`config.mk`:
```
export PLATFORM = sky130hd
export DESIGN_NAME = ex_stage
export DESIGN_NICKNAME = d
export VERILOG_FILES = /design/src/rtl/asip_pkg.sv /design/src/rtl/mod_mul_iter.sv /design/src/rtl/ex_stage.sv
export SDC_FILE = /design/constraint.sdc
export NUM_CORES = 1
export LEC_CHECK = 0
export CORE_MARGIN = 8
export CORE_UTILIZATION = 40
export DETAILED_ROUTE_END_ITERATION = 6
export PLACE_DENSITY = 0.65
export SYNTH_ARGS = -nofsm -noshare
export SYNTH_HDL_FRONTEND = slang
export SYNTH_SLANG_ARGS = --single-unit
```
`constraint.sdc`:
```
create_clock -name clock -period 25.3 [get_ports clock]
set_input_delay 6.325 -clock clock [delete_from_list [all_inputs] [get_ports clock]]
set_output_delay 6.325 -clock clock [all_outputs]
set_load 0.02 [all_outputs]
```
`src/rtl/asip_pkg.sv`:
```
// Shared types and helpers for the RSA-decryption ASIP execute stage.
// The modmul step is a single MSB-first shift-add-reduce iteration.
package asip_pkg;

  localparam int XLEN  = 32;
  localparam int P_W   = XLEN + 2;
  localparam int CNT_W = $clog2(XLEN);

  typedef enum logic [1:0] {
    IDLE = 2'd0,
    MUL  = 2'd1,
    DONE = 2'd2
  } ex_state_t;

  localparam logic ALU_ADD    = 1'b0;
  localparam logic ALU_MODMUL = 1'b1;
  localparam logic OPB_REG    = 1'b0;
  localparam logic OPB_IMM    = 1'b1;

  // P <- 2P (+B); then at most two subtractions bring it back below M.
  function automatic logic [P_W-1:0] modmul_step(input logic [P_W-1:0]  p,
                                                 input logic             a_bit,
                                                 input logic [XLEN-1:0]  b,
                                                 input logic [XLEN-1:0]  m);
    logic [P_W-1:0] t;
    logic [P_W-1:0] mm;
    mm = {2'b00, m};
    t  = (p << 1) + (a_bit ? {2'b00, b} : {P_W{1'b0}});
    if (t >= mm) begin
      t = t - mm;
    end else begin
      t = t;
    end
    if (t >= mm) begin
      t = t - mm;
    end else begin
      t = t;
    end
    if (m == {XLEN{1'b0}}) begin
      t = {P_W{1'b0}};
    end else begin
      t = t;
    end
    return t;
  endfunction

endpackage

```
`src/rtl/mod_mul_iter.sv`:
```
// Iterative interleaved modular multiplier: one operand bit per cycle,
// with a start/busy/done handshake toward the execute stage.
module mod_mul_iter
  import asip_pkg::*;
(
  input  logic            clock,
  input  logic            reset,
  input  logic            start_i,
  input  logic [XLEN-1:0] a_i,
  input  logic [XLEN-1:0] b_i,
  input  logic [XLEN-1:0] modulus_i,
  output logic            busy_o,
  output logic            done_o,
  output logic [XLEN-1:0] product_o
);

  localparam logic [CNT_W-1:0] CNT_INIT = CNT_W'(XLEN - 1);

  ex_state_t        state_q, state_d;
  logic [P_W-1:0]   p_q, p_d;
  logic [CNT_W-1:0] cnt_q, cnt_d;
  logic [XLEN-1:0]  a_q, a_d;
  logic [XLEN-1:0]  b_q, b_d;

  // State, partial product, bit counter and captured operands.
  always_ff @(posedge clock) begin
    if (reset) begin
      state_q <= IDLE;
      p_q     <= {P_W{1'b0}};
      cnt_q   <= {CNT_W{1'b0}};
      a_q     <= {XLEN{1'b0}};
      b_q     <= {XLEN{1'b0}};
    end else begin
      state_q <= state_d;
      p_q     <= p_d;
      cnt_q   <= cnt_d;
      a_q     <= a_d;
      b_q     <= b_d;
    end
  end

  // Next-state logic; operands are latched at start so forwarding sources may drain.
  always_comb begin
    state_d = state_q;
    p_d     = p_q;
    cnt_d   = cnt_q;
    a_d     = a_q;
    b_d     = b_q;
    case (state_q)
      IDLE: begin
        if (start_i) begin
          a_d     = a_i;
          b_d     = b_i;
          p_d     = {P_W{1'b0}};
          cnt_d   = CNT_INIT;
          state_d = MUL;
        end else begin
          state_d = IDLE;
        end
      end
      MUL: begin
        p_d = modmul_step(p_q, a_q[cnt_q], b_q, modulus_i);
        if (cnt_q == {CNT_W{1'b0}}) begin
          state_d = DONE;
        end else begin
          cnt_d = cnt_q - {{(CNT_W-1){1'b0}}, 1'b1};
        end
      end
      DONE: begin
        state_d = IDLE;
      end
      default: begin
        state_d = IDLE;
      end
    endcase
  end

  assign busy_o    = (state_q == MUL) || ((state_q == IDLE) && start_i);
  assign done_o    = (state_q == DONE);
  assign product_o = p_q[XLEN-1:0];

endmodule

```
`src/rtl/ex_stage.sv`:
```
// Execute stage: MEM/WB forwarding, operand B select, single-cycle add and
// multi-cycle modular multiply with upstream stall and downstream bubbles.
module ex_stage
  import asip_pkg::*;
(
  input  logic            clock,
  input  logic            reset,
  input  logic [XLEN-1:0] rda_ex,
  input  logic [XLEN-1:0] rdb_ex,
  input  logic [XLEN-1:0] extended_ex,
  input  logic [4:0]      ra_ex,
  input  logic [4:0]      rb_ex,
  input  logic [4:0]      rw_ex,
  input  logic            wr_en_ex,
  input  logic            opb_selector_ex,
  input  logic            alu_func_ex,
  input  logic            wd_selector_ex,
  input  logic            wm_ex,
  input  logic [XLEN-1:0] modulus,
  input  logic [4:0]      rw_mem,
  input  logic [4:0]      rw_wb,
  input  logic            wr_en_mem,
  input  logic            wr_en_wb,
  input  logic [XLEN-1:0] result_mem,
  input  logic [XLEN-1:0] result_wb,
  output logic [XLEN-1:0] alu_result,
  output logic [XLEN-1:0] store_data,
  output logic [4:0]      rw_out,
  output logic            wr_en_out,
  output logic            wd_selector_out,
  output logic            wm_out,
  output logic            stall
);

  logic [XLEN-1:0] fwd_a_s, fwd_b_s, opb_s, sum_s, product_s;
  logic            mul_start_s, mul_busy_s, mul_done_s;

  // Operand forwarding: MEM beats WB, register r0 is never forwarded.
  always_comb begin
    fwd_a_s = rda_ex;
    fwd_b_s = rdb_ex;
    if (wr_en_mem && (rw_mem == ra_ex) && (ra_ex != 5'd0)) begin
      fwd_a_s = result_mem;
    end else if (wr_en_wb && (rw_wb == ra_ex) && (ra_ex != 5'd0)) begin
      fwd_a_s = result_wb;
    end else begin
      fwd_a_s = rda_ex;
    end
    if (wr_en_mem && (rw_mem == rb_ex) && (rb_ex != 5'd0)) begin
      fwd_b_s = result_mem;
    end else if (wr_en_wb && (rw_wb == rb_ex) && (rb_ex != 5'd0)) begin
      fwd_b_s = result_wb;
    end else begin
      fwd_b_s = rdb_ex;
    end
  end

  assign opb_s       = (opb_selector_ex == OPB_IMM) ? extended_ex : fwd_b_s;
  assign sum_s       = fwd_a_s + opb_s;
  assign mul_start_s = (alu_func_ex == ALU_MODMUL);

  mod_mul_iter u_mod_mul (
    .clock     (clock),
    .reset     (reset),
    .start_i   (mul_start_s),
    .a_i       (fwd_a_s),
    .b_i       (opb_s),
    .modulus_i (modulus),
    .busy_o    (mul_busy_s),
    .done_o    (mul_done_s),
    .product_o (product_s)
  );

  // Output select: zeros in reset, bubble while multiplying, else pass through.
  always_comb begin
    alu_result      = {XLEN{1'b0}};
    store_data      = {XLEN{1'b0}};
    rw_out          = 5'd0;
    wr_en_out       = 1'b0;
    wd_selector_out = 1'b0;
    wm_out          = 1'b0;
    stall           = 1'b0;
    if (reset) begin
      stall = 1'b0;
    end else begin
      store_data = fwd_b_s;
      rw_out     = rw_ex;
      if (mul_busy_s) begin
        stall = 1'b1;
      end else begin
        alu_result      = mul_done_s ? product_s : sum_s;
        wr_en_out       = wr_en_ex;
        wd_selector_out = wd_selector_ex;
        wm_out          = wm_ex;
      end
    end
  end

endmodule

```
==> results of run 1 <==
[worst reg2reg max path, delay by kind of cell, from the launching register on]
| kind | cells | cell delay, ns |
|---|---|---|
| flops | 1 | 0.82 |
| xor+xnor | 1 | 0.14 |
| mux | 4 | 1.76 |
| buf+inv | 3 | 1.26 |
| simple gates | 7 | 0.96 |
| compound gates | 21 | 5.48 |
| fa+ha+maj | 3 | 1.10 |
[final cells by class]
cell class	instances	area [sq um]	area share, %
inverter	69	259	1.49
tap	455	569	3.26
sequential	104	2080	11.9
clock inverter	6	57.6	0.330
multi-input combinational	1606	11100	63.9
clock buffer	10	229	1.31
timing repair buffer	314	3100	17.8
antenna	1	2.50	0.0143
[logic make-up (layout without fill, tap and decap cells)]
logic type,count (synthesis),in the layout
other,0,1
multiplexers,175,175
AND/OR/NAND/NOR,657,657
buffers and inverters,161,399
XOR/XNOR,128,128
AO/OA/AOI/OAI,514,514
adder cells (fa/ha/maj),132,132
flip-flops,104,104
[per-stage QoR]
step                std cells  utilization (%)  hold WS, ns
floorplan                1871                -        0.432
global placement         2548             50.0        0.440
detailed placement       2548             50.0        0.446
CTS                      2564             50.9        0.456
global route             2565             50.9        0.475
finish                   2565             50.9        0.453
[placed cells by master, fill, tap and decap left out, types with 29 or more instances in the layout]
master / synthesis / routed
nor2_1: 176 / 175
xnor2_1: 77 / 77
mux2_2: 60 / 60
a21oi_1: 224 / 224
clkdlybuf4s50_1: 0 / 297
dfxtp_1: 104 / 104
xor2_1: 51 / 51
nand3_1: 55 / 55
nand2_1: 199 / 199
a21o_1: 59 / 59
inv_1: 67 / 67
nor2b_1: 76 / 75
mux2i_1: 105 / 104
ha_1: 128 / 128
o21ai_0: 46 / 46
nand2b_1: 29 / 29
[per-layer routing]
layer / routed length, um / vias up / GRT usage (%)
met5: 13 / - / 0
met4: 1030 / 2 / 5.90
met1: 22500 / 6784 / 29.8
li1: - / 7234 / -
met2: 25000 / 363 / 42.4
met3: 2360 / 63 / 3.94
[flip-flops by register name (all words and copies together), names as in the netlist]
signal	flops
u_mod_mul.p_q	33
u_mod_mul.state_q	2
u_mod_mul.cnt_q	5
u_mod_mul.a_q	32
u_mod_mul.b_q	32
[worst paths after layout]
check	start	depth (start not counted)	end
max	rb_ex[2]	21	alu_result[19]
min	u_mod_mul.b_q[11]	2	u_mod_mul.b_q[11]
max reg2reg	u_mod_mul.cnt_q[0]	39	u_mod_mul.p_q[2]
min reg2reg	u_mod_mul.b_q[11]	2	u_mod_mul.b_q[11]
[report_power, final]
group	leakage (uW)	switching [uW]	internal [uW]
clock	0.000142	70.4	69.8
combinational	0.00631	704	522
sequential	0.000853	25.2	188
total	0.00731	800	780
==> key figures, run 1 <==
Outcome
  • Status: finished clean

Placed design
  • Worst slack at placement: approximately 6.8 ns
  • Post-DP Area: between 15,000 and 20,000 sq um
  • Final HPWL from detailed placement: about 43,000 um
  • Gp weighted congestion: ~0.92
  • Number of port buffers: just under 300

Logic synthesis
  • Distinct cells, synth: 76
  • Synth Instances: 1,871
  • Synth Area in Adders: between 10% and 20%
  • Post-synth top cells: a21oi_1, nand2_1, nor2_1
  • Share of synthesized flip-flops with an asynchronous set or reset: 0%
  • Simple-gate area share of the yosys netlist: approximately 22%
  • Number of synthesized flops with an enable pin: 0
  • Largest family of logic cells by synthesized area: compound AO/OA/AOI/OAI gates
  • Register area share after synthesis: around 15%
  • Post-Synth XOR/XNOR Area: under 10%
  • Most frequent cell after synthesis: a21oi_1
  • Ys Warns: 0
  • Synth top area share: between 10% and 20%
  • Post-synthesis cell area: ~14,000 sq um
  • Synth Area in Compound Gates: 23.5%
  • Mux share of post-synthesis cell area: between 10 and 15%
  • Main synth FF type: dfxtp_1
  • Dominant cell type by area after synthesis: dfxtp_1
  • Avg Inst Size Synth: 7.38 sq um
  • Mapped Nets: roughly 2,200
  • Number of synthesized register bits: 104
  • Top cells by area, synth: dfxtp_1, ha_1, a21oi_1

Layout
  • Layout cells sized above 1: around 6.0%
  • Area grow syn2layout: 26.2%
  • Fin area: approximately 17,000 sq um
  • Final net count: 2,462
  • Fillers: around 3,400

GRT
  • Global Route Usage Sum: between 20% and 30%
  • GR Overflow Total: 0
  • Initial antenna violation count: 2
  • Pin count of the biggest net entering global routing: between 60 and 70
  • Global-route wire length before repair: between 70,000 and 80,000 um
  • Vias in the first global route: approximately 15,000

Critical path
  • Worst path most repeated cell: a21oi_1
  • Critical Path Start Type: input pin
  • Top delay family on crit path: compound AO/OA/AOI/OAI gates
  • CP required: roughly 19 ns
  • R2r setup slk: between 10 and 15 ns
  • WP data arrival: 12.28 ns
  • Worst Setup End Kind: output pin
  • Buf/Inv on CP: 2
  • Critical Path Fanout Max: 25
  • Crit-path cells: clkdlybuf4s50_1 -> or4_1 -> nor2_1 -> or4_2 -> nor2_1 -> a21oi_1 -> mux2_2 -> ha_1 -> a21o_1 -> a21o_1 -> a21oi_1 -> o21ai_0 -> a31oi_1 -> nand2b_1 -> a21oi_1 -> o41ai_1 -> o2111ai_1 -> xor2_1 -> nand2_1 -> a21oi_1 -> clkdlybuf4s50_1
  • WS Path Type: input pin to output pin
  • Worst path slowest cell: or4_2
  • Critical path's largest stage delay: around 0.94 ns

Clock network
  • Clock Pin Slew Worst Setup and Hold Paths: 0.07 ns
  • CTS Buf Count: 9
  • H-tree Lvls: 3
  • Clk_lat worst skew: ~0.36 ns
  • Clock sink count: 104
  • Post-cts repair resize count: 0
  • CTS tree: done
  • Clk buf depth: 2
  • Hold-fix buffers, CTS: 0
  • Clock root buffer: clkbuf_16
  • Post-CTS repair timing setup buffer count: 0

Drt
  • Drc violations: 0
  • Wire length per cell: about 20 um
  • Initial DRC count: between 800 and 900
  • Antenna Violating Nets Remaining: 0
  • Via count: roughly 14,000
  • Drt pass-1 iters: 5
  • Final wirelength: roughly 50,000 um
  • Avg Vias per Cell: about 5.6

Floorplanning
  • I/O pin cnt: about 300
  • Chip height: 202 um
  • CORE AREA: roughly 34,000 sq um
  • Die W: about 200 um
  • DIE AREA: ~41,000 sq um
  • Cell Rows: a little under 70
  • Initial Utilization: 40.3%

Timing
  • RSZ-0062 raised after global routing: false
  • Fin crit share: between 70% and 80%
  • Hold Vio Cnt, Final: 0
  • Min cycle time layout: 18.60 ns
  • Setup TNS: 0 ns
  • Slew of the pin with the lowest slew margin: 1.29 ns
  • Pins Over Slew Limit: 0
  • Post-route setup slack: 6.70 ns
  • Final setup viols: 0
  • Fmax achieved: approximately 0.054 GHz
  • Worst slew margin: between 10 and 15%
  • Skew final: about 0.011 ns

Pwr
  • LEAKAGE: around 0.0073 uW
  • Total Power: between 1500 and 2000 uW
  • Peak VDD IR: between 100 and 150 uV
  • Pwr Density: 90.6 nW/um^2

Run
  • Max capacitance violation total: 0

Hold path
  • Min-delay worst type: flip-flop to flip-flop
(Power assumes the default switching activity.)
==> run 2: changes to the inputs <==
--- a/config.mk
+++ b/config.mk
@@ -8,7 +8,7 @@
 export CORE_MARGIN = 8
 export CORE_UTILIZATION = 40
 export DETAILED_ROUTE_END_ITERATION = 6
-export PLACE_DENSITY = 0.65
+export PLACE_DENSITY = 0.68
 export SYNTH_ARGS = -nofsm -noshare
 export SYNTH_HDL_FRONTEND = slang
 export SYNTH_SLANG_ARGS = --single-unit
==> constraint.sdc (replaced) <==
create_clock -name clock -period 15.38 [get_ports clock]
set_input_delay 3.845 -clock clock [delete_from_list [all_inputs] [get_ports clock]]
set_output_delay 3.845 -clock clock [all_outputs]
set_load 0.02 [all_outputs]
==> run 2 against run 1 <==
Highest routed layer unchanged. Design area grew 0.10%. Sequential power grew 64%. First-iteration DRC count grew 13%. Non-clock buffer count shrank 1. Count of clock-buffer cells in the layout shrank 1. Flip-flop and latch count is the same. Critical path type unchanged. Clock skew grew 0.0036 ns. Via count grew 1.4%. Global-route usage shrank 0.49 points. Core utilization grew 0.051 points.
==> key figures, run 2 (synthesis gave the netlist of run 1 again) <==
Outcome
  • Status: finished clean (unchanged)

Critical path
  • Worst r2r src: u_mod_mul.cnt_q[0] (unchanged)
  • R2R depth: 40 (was 39)
  • Critical path's largest stage delay: 0.93 ns (was 0.94 ns)
  • Crit path depth: 22 (was 21)
  • Crit-path cells: clkdlybuf4s50_1 -> or4_1 -> nor2_1 -> or4_2 -> nor2_1 -> a21oi_1 -> mux2_2 -> ha_1 -> fa_1 -> a21o_1 -> a21oi_1 -> o21bai_1 -> a21oi_1 -> o21bai_1 -> a21o_1 -> a41oi_1 -> a31oi_1 -> nand4_1 -> o21ai_0 -> nor4_1 -> a211o_1 -> clkdlybuf4s50_1 (was clkdlybuf4s50_1 -> or4_1 -> nor2_1 -> or4_2 -> nor2_1 -> a21oi_1 -> mux2_2 -> ha_1 -> a21o_1 -> a21o_1 -> a21oi_1 -> o21ai_0 -> a31oi_1 -> nand2b_1 -> a21oi_1 -> o41ai_1 -> o2111ai_1 -> xor2_1 -> nand2_1 -> a21oi_1 -> clkdlybuf4s50_1)
  • Worst Setup End Kind: output pin (unchanged)
  • Buf/Inv on CP: 2 (unchanged)
  • CP startpoint: rb_ex[1] (was rb_ex[2])
  • Worst path slowest cell: or4_2 (unchanged)
  • Worst r2r dst: u_mod_mul.p_q[2] (unchanged)
  • CP required: 11.53 ns (was 18.98 ns)
  • Critical Path End: alu_result[30] (was alu_result[19])
  • Worst path most repeated cell: a21oi_1 (unchanged)
  • WP data arrival: 9.76 ns (was 12.28 ns)
  • Top delay family on crit path: compound AO/OA/AOI/OAI gates (unchanged)
  • WS Path Type: input pin to output pin (unchanged)
  • R2r setup slk: 3.90 ns (was 13.67 ns)
  • Critical Path Start Type: input pin (unchanged)
  • Critical Path Fanout Max: 21 (was 25)

Floorplanning
  • Die W: 202 um (unchanged)
  • Initial Utilization: 40.3% (unchanged)
  • I/O pin cnt: 299 (unchanged)
  • Cell Rows: 68 (unchanged)
  • DIE AREA: 40,700 sq um (unchanged)
  • Chip height: 202 um (unchanged)
  • CORE AREA: 34,300 sq um (unchanged)

Layout
  • Most frequent cells in the layout: clkdlybuf4s50_1, a21oi_1, nand2_1 (unchanged)
  • Fillers: 3,339 (was 3,434)
  • Area grow syn2layout: 26.3% (was 26.2%)
  • Fin area: 17,500 sq um (was 17,400 sq um)
  • Reg with most FFs: u_mod_mul.p_q (unchanged)
  • Leading cell type in the layout, fill and taps excluded: clkdlybuf4s50_1 (unchanged)
  • Largest register FFs: 33 (unchanged)
  • Final Util: 50.9% (about the same)
  • Final net count: 2,461 (was 2,462)
  • Top Registers: u_mod_mul.p_q x33, u_mod_mul.a_q x32, u_mod_mul.b_q x32 (unchanged)
  • Layout cells sized above 1: 5.98% (was 5.97%)
  • Diodes inserted: 0 (was 1)

GRT
  • Global Route Usage Sum: 23.5% (was 24.0%)
  • Initial antenna violation count: 1 (was 2)
  • GR Overflow Total: 0 (unchanged)
  • Vias in the first global route: 14,700 (was 14,500)
  • Pin count of the biggest net entering global routing: 69 (unchanged)
  • Global-route wire length before repair: 78,000 um (was 79,400 um)

Placed design
  • Final HPWL from detailed placement: 42,200 um (was 42,800 um)
  • Number of port buffers: 298 (unchanged)
  • Gp weighted congestion: 0.928 (was 0.916)
  • Post-DP Area: 17,100 sq um (was 17,200 sq um)

Timing
  • Min Hold Slack: 0.456 ns (was 0.453 ns)
  • Skew final: 0.0144 ns (was 0.0108 ns)
  • Slew of the pin with the lowest slew margin: 0.906 ns (was 1.29 ns)
  • Worst slew margin: 39.6% (was 14.1%)
  • Final setup viols: 0 (unchanged)
  • Setup TNS: 0 ns (unchanged)
  • Fin crit share: 88.4%
  • Pins Over Slew Limit: 0 (unchanged)
  • RSZ-0062 raised after global routing: false (unchanged)
  • Min cycle time layout: between 10 and 15 ns
  • Hold Vio Cnt, Final: 0 (unchanged)
  • Fmax achieved: approximately 0.074 GHz

Clock network
  • Post-cts repair resize count: 0 (unchanged)
  • Hold-fix buffers, CTS: 0 (unchanged)
  • Clock sink count: 104 (unchanged)
  • Clk buf depth: 2 (unchanged)
  • CTS Buf Count: 9 (unchanged)
  • CTS tree: done (unchanged)
  • Post-CTS repair timing setup buffer count: 0 (unchanged)
  • Clock Pin Slew Worst Setup and Hold Paths: 0.08 ns (was 0.07 ns)
  • Clock root buffer: clkbuf_16 (unchanged)
  • Clk_lat worst skew: 0.36 ns (about the same)
  • H-tree Lvls: 3 (unchanged)

Drt
  • Avg Vias per Cell: 5.71 (was 5.63)
  • Final wirelength: 50,400 um (was 51,000 um)
  • Drc violations: 0 (unchanged)
  • Wire length per cell: 19.6 um (was 19.9 um)
  • Drt pass-1 iters: 5 (unchanged)
  • Antenna Violating Nets Remaining: 0 (unchanged)
  • Initial DRC count: 953 (was 844)
  • Via count: 14,600 (was 14,400)

Pwr
  • Peak VDD IR: 239 uV (was 144 uV)
  • LEAKAGE: 0.00731 uW (about the same)
  • Pwr Density: 150 nW/um^2 (was 90.6 nW/um^2)

Hold path
  • Min-delay worst type: flip-flop to flip-flop (unchanged)

Run
  • Max capacitance violation total: 0 (unchanged)
-- run 2: worst min-delay path by stage --
stage	depth (start not counted)	to	startpoint
2_1_floorplan	2	u_mod_mul.b_q[10]	u_mod_mul.b_q[10]
3_3_place_gp	2	u_mod_mul.b_q[25]	u_mod_mul.b_q[25]
3_5_place_dp	2	u_mod_mul.b_q[25]	u_mod_mul.b_q[25]
4_1_cts	2	u_mod_mul.b_q[25]	u_mod_mul.b_q[25]
5_1_grt	2	u_mod_mul.b_q[12]	u_mod_mul.b_q[12]
6_report	2	u_mod_mul.b_q[25]	u_mod_mul.b_q[25]
-- run 2: per-stage QoR --
stage	power, uW	instances	worst slack, ns
finish	2620	2563	1.78
floorplan	1880	1871	3.09
CTS	2610	2563	1.81
global route	2840	2563	1.35
detailed placement	2350	2547	1.85
global placement	2340	2547	1.97
-- run 2: report_power, final --
group | switching [uW] | total, uW | internal [uW]
logic | 1160 | 2020 | 858
clock network | 118 | 249 | 131
registers | 40.4 | 350 | 310
-- run 2: per-layer routing --
layer	vias up	global-route usage (%)	part of all wire (%)	wire length, um
met5	-	0	0.024	12
met4	2	5.82	2.4	1210
met3	76	3.89	5.6	2800
met2	429	41.2	48	24300
met1	6912	29.4	44	22000
li1	7223	-	-	-
-- run 2: worst reg2reg max path: cells and delay by family, from the launching register on --
kind | cells | cell delay (ns)
adder cells (fa/ha/maj) | 4 | 1.36
AO/OA/AOI/OAI | 20 | 5.08
buffers and inverters | 3 | 1.17
XOR/XNOR | 1 | 0.31
flip-flops | 1 | 0.78
AND/OR/NAND/NOR | 8 | 0.98
multiplexers | 4 | 1.69
-- run 2: area by class of cell --
type | instances | area [sq um] | area share (%)
sequential | 104 | 2080 | 11.9
clock inverter | 7 | 88.8 | 0.509
tap | 455 | 569 | 3.26
inverter | 69 | 259 | 1.48
clock buffer | 9 | 225 | 1.29
multi-input combinational | 1606 | 11100 | 63.8
timing repair buffer | 313 | 3090 | 17.7
==> run 3: changes to the inputs <==
--- a/config.mk
+++ b/config.mk
@@ -9,6 +9,7 @@
 export CORE_UTILIZATION = 40
 export DETAILED_ROUTE_END_ITERATION = 6
 export PLACE_DENSITY = 0.68
+export SLEW_MARGIN = 0
 export SYNTH_ARGS = -nofsm -noshare
 export SYNTH_HDL_FRONTEND = slang
 export SYNTH_SLANG_ARGS = --single-unit
==> results of run 3 <==
Same layout as run 2: the final DEF is identical, and so are final timing and power.
==> RTL change 1: new RTL, config.mk and constraints of run 2 <==
Reset style: asynchronous (`reset`), changed in one clocked block.
--- a/src/rtl/mod_mul_iter.sv
+++ b/src/rtl/mod_mul_iter.sv
@@ -24,5 +24,5 @@
 
   // State, partial product, bit counter and captured operands.
-  always_ff @(posedge clock) begin
+  always_ff @(posedge clock or posedge reset) begin
     if (reset) begin
       state_q <= IDLE;
Function: no difference found for any inputs over 4 cycles, from zero or initial values and one cycle with reset high; that may be too few to reach the edited logic, so the function may still have changed.
==> RTL change 1 against run 2 <==
Fmax is 3.0% lower. Wire length is 2.7% higher. Setup slack worse by 0.42 ns. Synthesized cell count is 2.7% lower. Largest cell class unchanged. Synthesized area is 3.8% higher. Cell area is 3.3% higher. Sequential cell count stayed put.
Power is not shown: default switching activity piles up to over one toggle a cycle in this logic, so the estimate is an artifact.
==> RTL change 1: results (changes against run 2) <==
| Metric | Value |
|---|---|
| DR iter-0 viols | `762 (-20%)` |
| Final Skew | `0.00828 ns (-0.00609 ns)` |
| Top_reg_cell synth | `dfrtp_1` |
| Hold WS | `0.465 ns (+0.00951 ns)` |
| Largest net degree at the start of global routing | `71 (+2.9%)` |
| Status | `complete, no violations` |
| Worst Setup EP | `alu_result[20]` |
| Total track usage | `0.239 (+0.00427)` |
| Via/cell ratio | `5.59 (-2.2%)` |
| Crit path from | `rb_ex[4]` |
| Critical path arrival | `10.18 ns (+0.42 ns)` |
| Post-Syn Nets | `2179 (-2.2%)` |
| GP Congestion | `0.965 (+4.0%)` |
| R2R setup slack | `3.41 ns (-0.49 ns)` |
| Share of layout cells above drive strength 1 | `0.0852 (+0.0254)` |
| Worst-Margin Slew | `1.14 ns (+0.232 ns)` |
| Reg-to-Reg End | `u_mod_mul.p_q[17]$_DFFE_PP0P_` |
| Synth top area cells | `dfrtp_1 (18%), ha_1 (11%), mux2_2 (7.0%)` |
| Worst R2R Start | `u_mod_mul.cnt_q[0]$_DFFE_PP0P_` |
| Layout Cells excl Fill | `2539 (-0.94%)` |
| Worst Hold End | `u_mod_mul.b_q[29]$_DFFE_PP0P_` |
| Initial antenna violation count | `4 (+3)` |
| Async S/R FF share, synth | `1.00 (+1.00)` |
| Pre-CTS setup slack | `1.33 ns (-0.525 ns)` |
| Post-Syn Instances | `1821 (-2.7%)` |
| Crit-path max FO | `8 (-62%)` |
[RTL change 1: changes by cell type in the layout (fill, tap and decap cells not counted), sizes merged, moves of 28 or more]
cell and change:
dfrtp +104, dfxtp -104, and2 +34, mux2 +34
a21oi -32, nand2 +30, nor2 -29, nor2b -28
[RTL change 1: layout make-up]
cell class,count,area [um^2]
Inverter,62,235
Antenna cell,1,2.50
Clock buffer,9,225
Sequential cell,104,2600
Tap cell,461,577
Timing Repair Buffer,313,3100
Clock inverter,6,71.3
Multi-Input combinational cell,1583,11200
Fill cell,3465,17400
[RTL change 1: cell families after synthesis]
logic type / Yosys count / synth area share
AOI/OAI and AO/OA: 479 / 0.214
xor gates and xnor gates: 134 / 0.0824
adders and majority gates: 132 / 0.117
buffers and inverters: 134 / 0.0373
DFF: 104 / 0.182
muxes: 191 / 0.151
and+or+nand+nor: 647 / 0.216
[RTL change 1: per-layer routing]
layer	share of wire	GRT usage
met4	0.026	0.0751
met1	0.44	0.301
met2	0.47	0.405
met5	0.00025	0
met3	0.061	0.0493
==> RTL change 2: new RTL, settings of run 2 <==
Made on the original files. The package constant `XLEN` goes from 32 to 16.
--- a/src/rtl/asip_pkg.sv
+++ b/src/rtl/asip_pkg.sv
@@ -3,5 +3,5 @@
 package asip_pkg;
 
-  localparam int XLEN  = 32;
+  localparam int XLEN  = 16;
   localparam int P_W   = XLEN + 2;
   localparam int CNT_W = $clog2(XLEN);
Ports: changed (8 resized); port bits go from 299 to 171. The function was not compared with the original's and may differ.
==> RTL change 2 against run 2 <==
Critical path type unchanged. Core utilization is 0.93 points higher. Global-route usage fell by 2.4 points. Sequential cell count down 49. Critical path depth fell by 6. Power shrank 65%. Cell area decreased by 47%. Synthesized area decreased by 48%. Critical endpoint is now alu_result[15]. Wire length down 53%. Count of clock-buffer cells in the layout fell by 4. Setup slack better by 0.36 ns.
==> RTL change 2: results (changes against run 2) <==
| Metric | Value |
|---|---|
| Biggest regs | `u_mod_mul.p_q: 17 flops, u_mod_mul.a_q: 16 flops, u_mod_mul.b_q: 16 flops` |
| Status | `complete, no violations` |
| Worst Reg-to-Reg Cells | `31 (-23%)` |
| Critical-path top delay cell | `or4_1` |
| Worst Setup EP | `alu_result[15]` |
| HPWL Detailed | `19.8 mm (-53%)` |
| Critical Path Max Stage Delay | `0.78 ns (-0.15 ns)` |
| Total track usage | `0.211 (-0.0242)` |
| Synth Area per Inst | `7.48 um^2 (+1.3%)` |
| Largest net degree at the start of global routing | `64 (-7.2%)` |
| Worst R2R Start | `u_mod_mul.cnt_q[2]$_SDFFE_PP0P_` |
| Proportion of synthesized area in mux cells | `0.139 (-0.00197)` |
| GR Util met2 | `0.383 (-0.0293)` |
| Number of port buffers | `170 (-43%)` |
| Slew margin rel. | `0.291 (-0.105)` |
| H-Tree Depth | `2 (-1)` |
| CTS Buf Count | `5 (-4)` |
| Post-synth top cells | `nor2_1 (105), a21oi_1 (101), nand2_1 (97)` |
| Worst-Skew Late Latency | `0.30 ns (-0.06 ns)` |
| GP Congestion | `0.938 (+1.1%)` |
| Hold WS | `0.451 ns (-0.00417 ns)` |
| DR vias | `7396 (-49%)` |
| Final Skew | `0.00605 ns (-0.00832 ns)` |
| Initial antenna violation count | `0 (-1)` |
| Switching power share of the total | `0.431 (-0.0735)` |
| Total Nets Final | `1290 (-48%)` |
| Via/cell ratio | `5.59 (-2.1%)` |
| M1 GR Usage | `0.245 (-0.0490)` |
| Compound-Gate Fraction of Synth Area | `0.211 (-0.0235)` |
| Leakage dissipation | `3.79 nW (-48%)` |
| Min-Delay Startpoint | `u_mod_mul.b_q[8]$_SDFFE_PP0P_` |
| DR iter-0 viols | `405 (-58%)` |
| Post-Syn Nets | `1149 (-48%)` |
| Yosys cell types | `71 (-6.6%)` |
| First-pass GRT wire length | `38.2 mm (-51%)` |
| Area post-placement | `8990 um^2 (-48%)` |
| Post-Synth XOR/XNOR Area | `0.0824 (+0.00124)` |
| VDD IR max | `48.5 uV (-80%)` |
| Synth Area in Adders | `0.122 (+0.000198)` |
| Finished Core Util | `0.518 (+0.00927)` |
| Fmax | `0.0755 GHz (+2.7%)` |
| Met3 Resource Use GR | `0.0411 (+0.00222)` |
-- RTL change 2: cell count changes in the layout (fill, tap and decap cells not counted), sizes merged, moves of 41 or more --
cell,change
dfxtp,-49
ha,-65
a21o,-41
clkdlybuf4s50,-128
nor2,-70
nand2,-102
a21oi,-124
nor2b,-48
mux2i,-52
-- RTL change 2: cell type report --
type                       count  area share
tap                          229      0.0312
clock inverter                 3     0.00736
inverter                      35      0.0143
multi-input combinational    818       0.622
timing repair buffer         178       0.191
clock buffer                   5      0.0136
sequential                    55       0.120
-- RTL change 2: power by group through the flow --
stage                     Combinational, mW  Clock, mW  Sequential [mW]
after detailed placement              0.593          0            0.182
after global placement                0.589          0            0.181
after CTS                             0.599      0.152            0.179
after global routing                  0.668      0.157            0.182
after floorplan                       0.449          0            0.174
final                                 0.601      0.148            0.179
-- RTL change 2: layer usage --
metal | part of all wire | vias up
li1 | - | 3724
met1 | 0.42 | 3429
met2 | 0.50 | 215
met3 | 0.058 | 28
met4 | 0.022 | 0
met5 | 0 | -
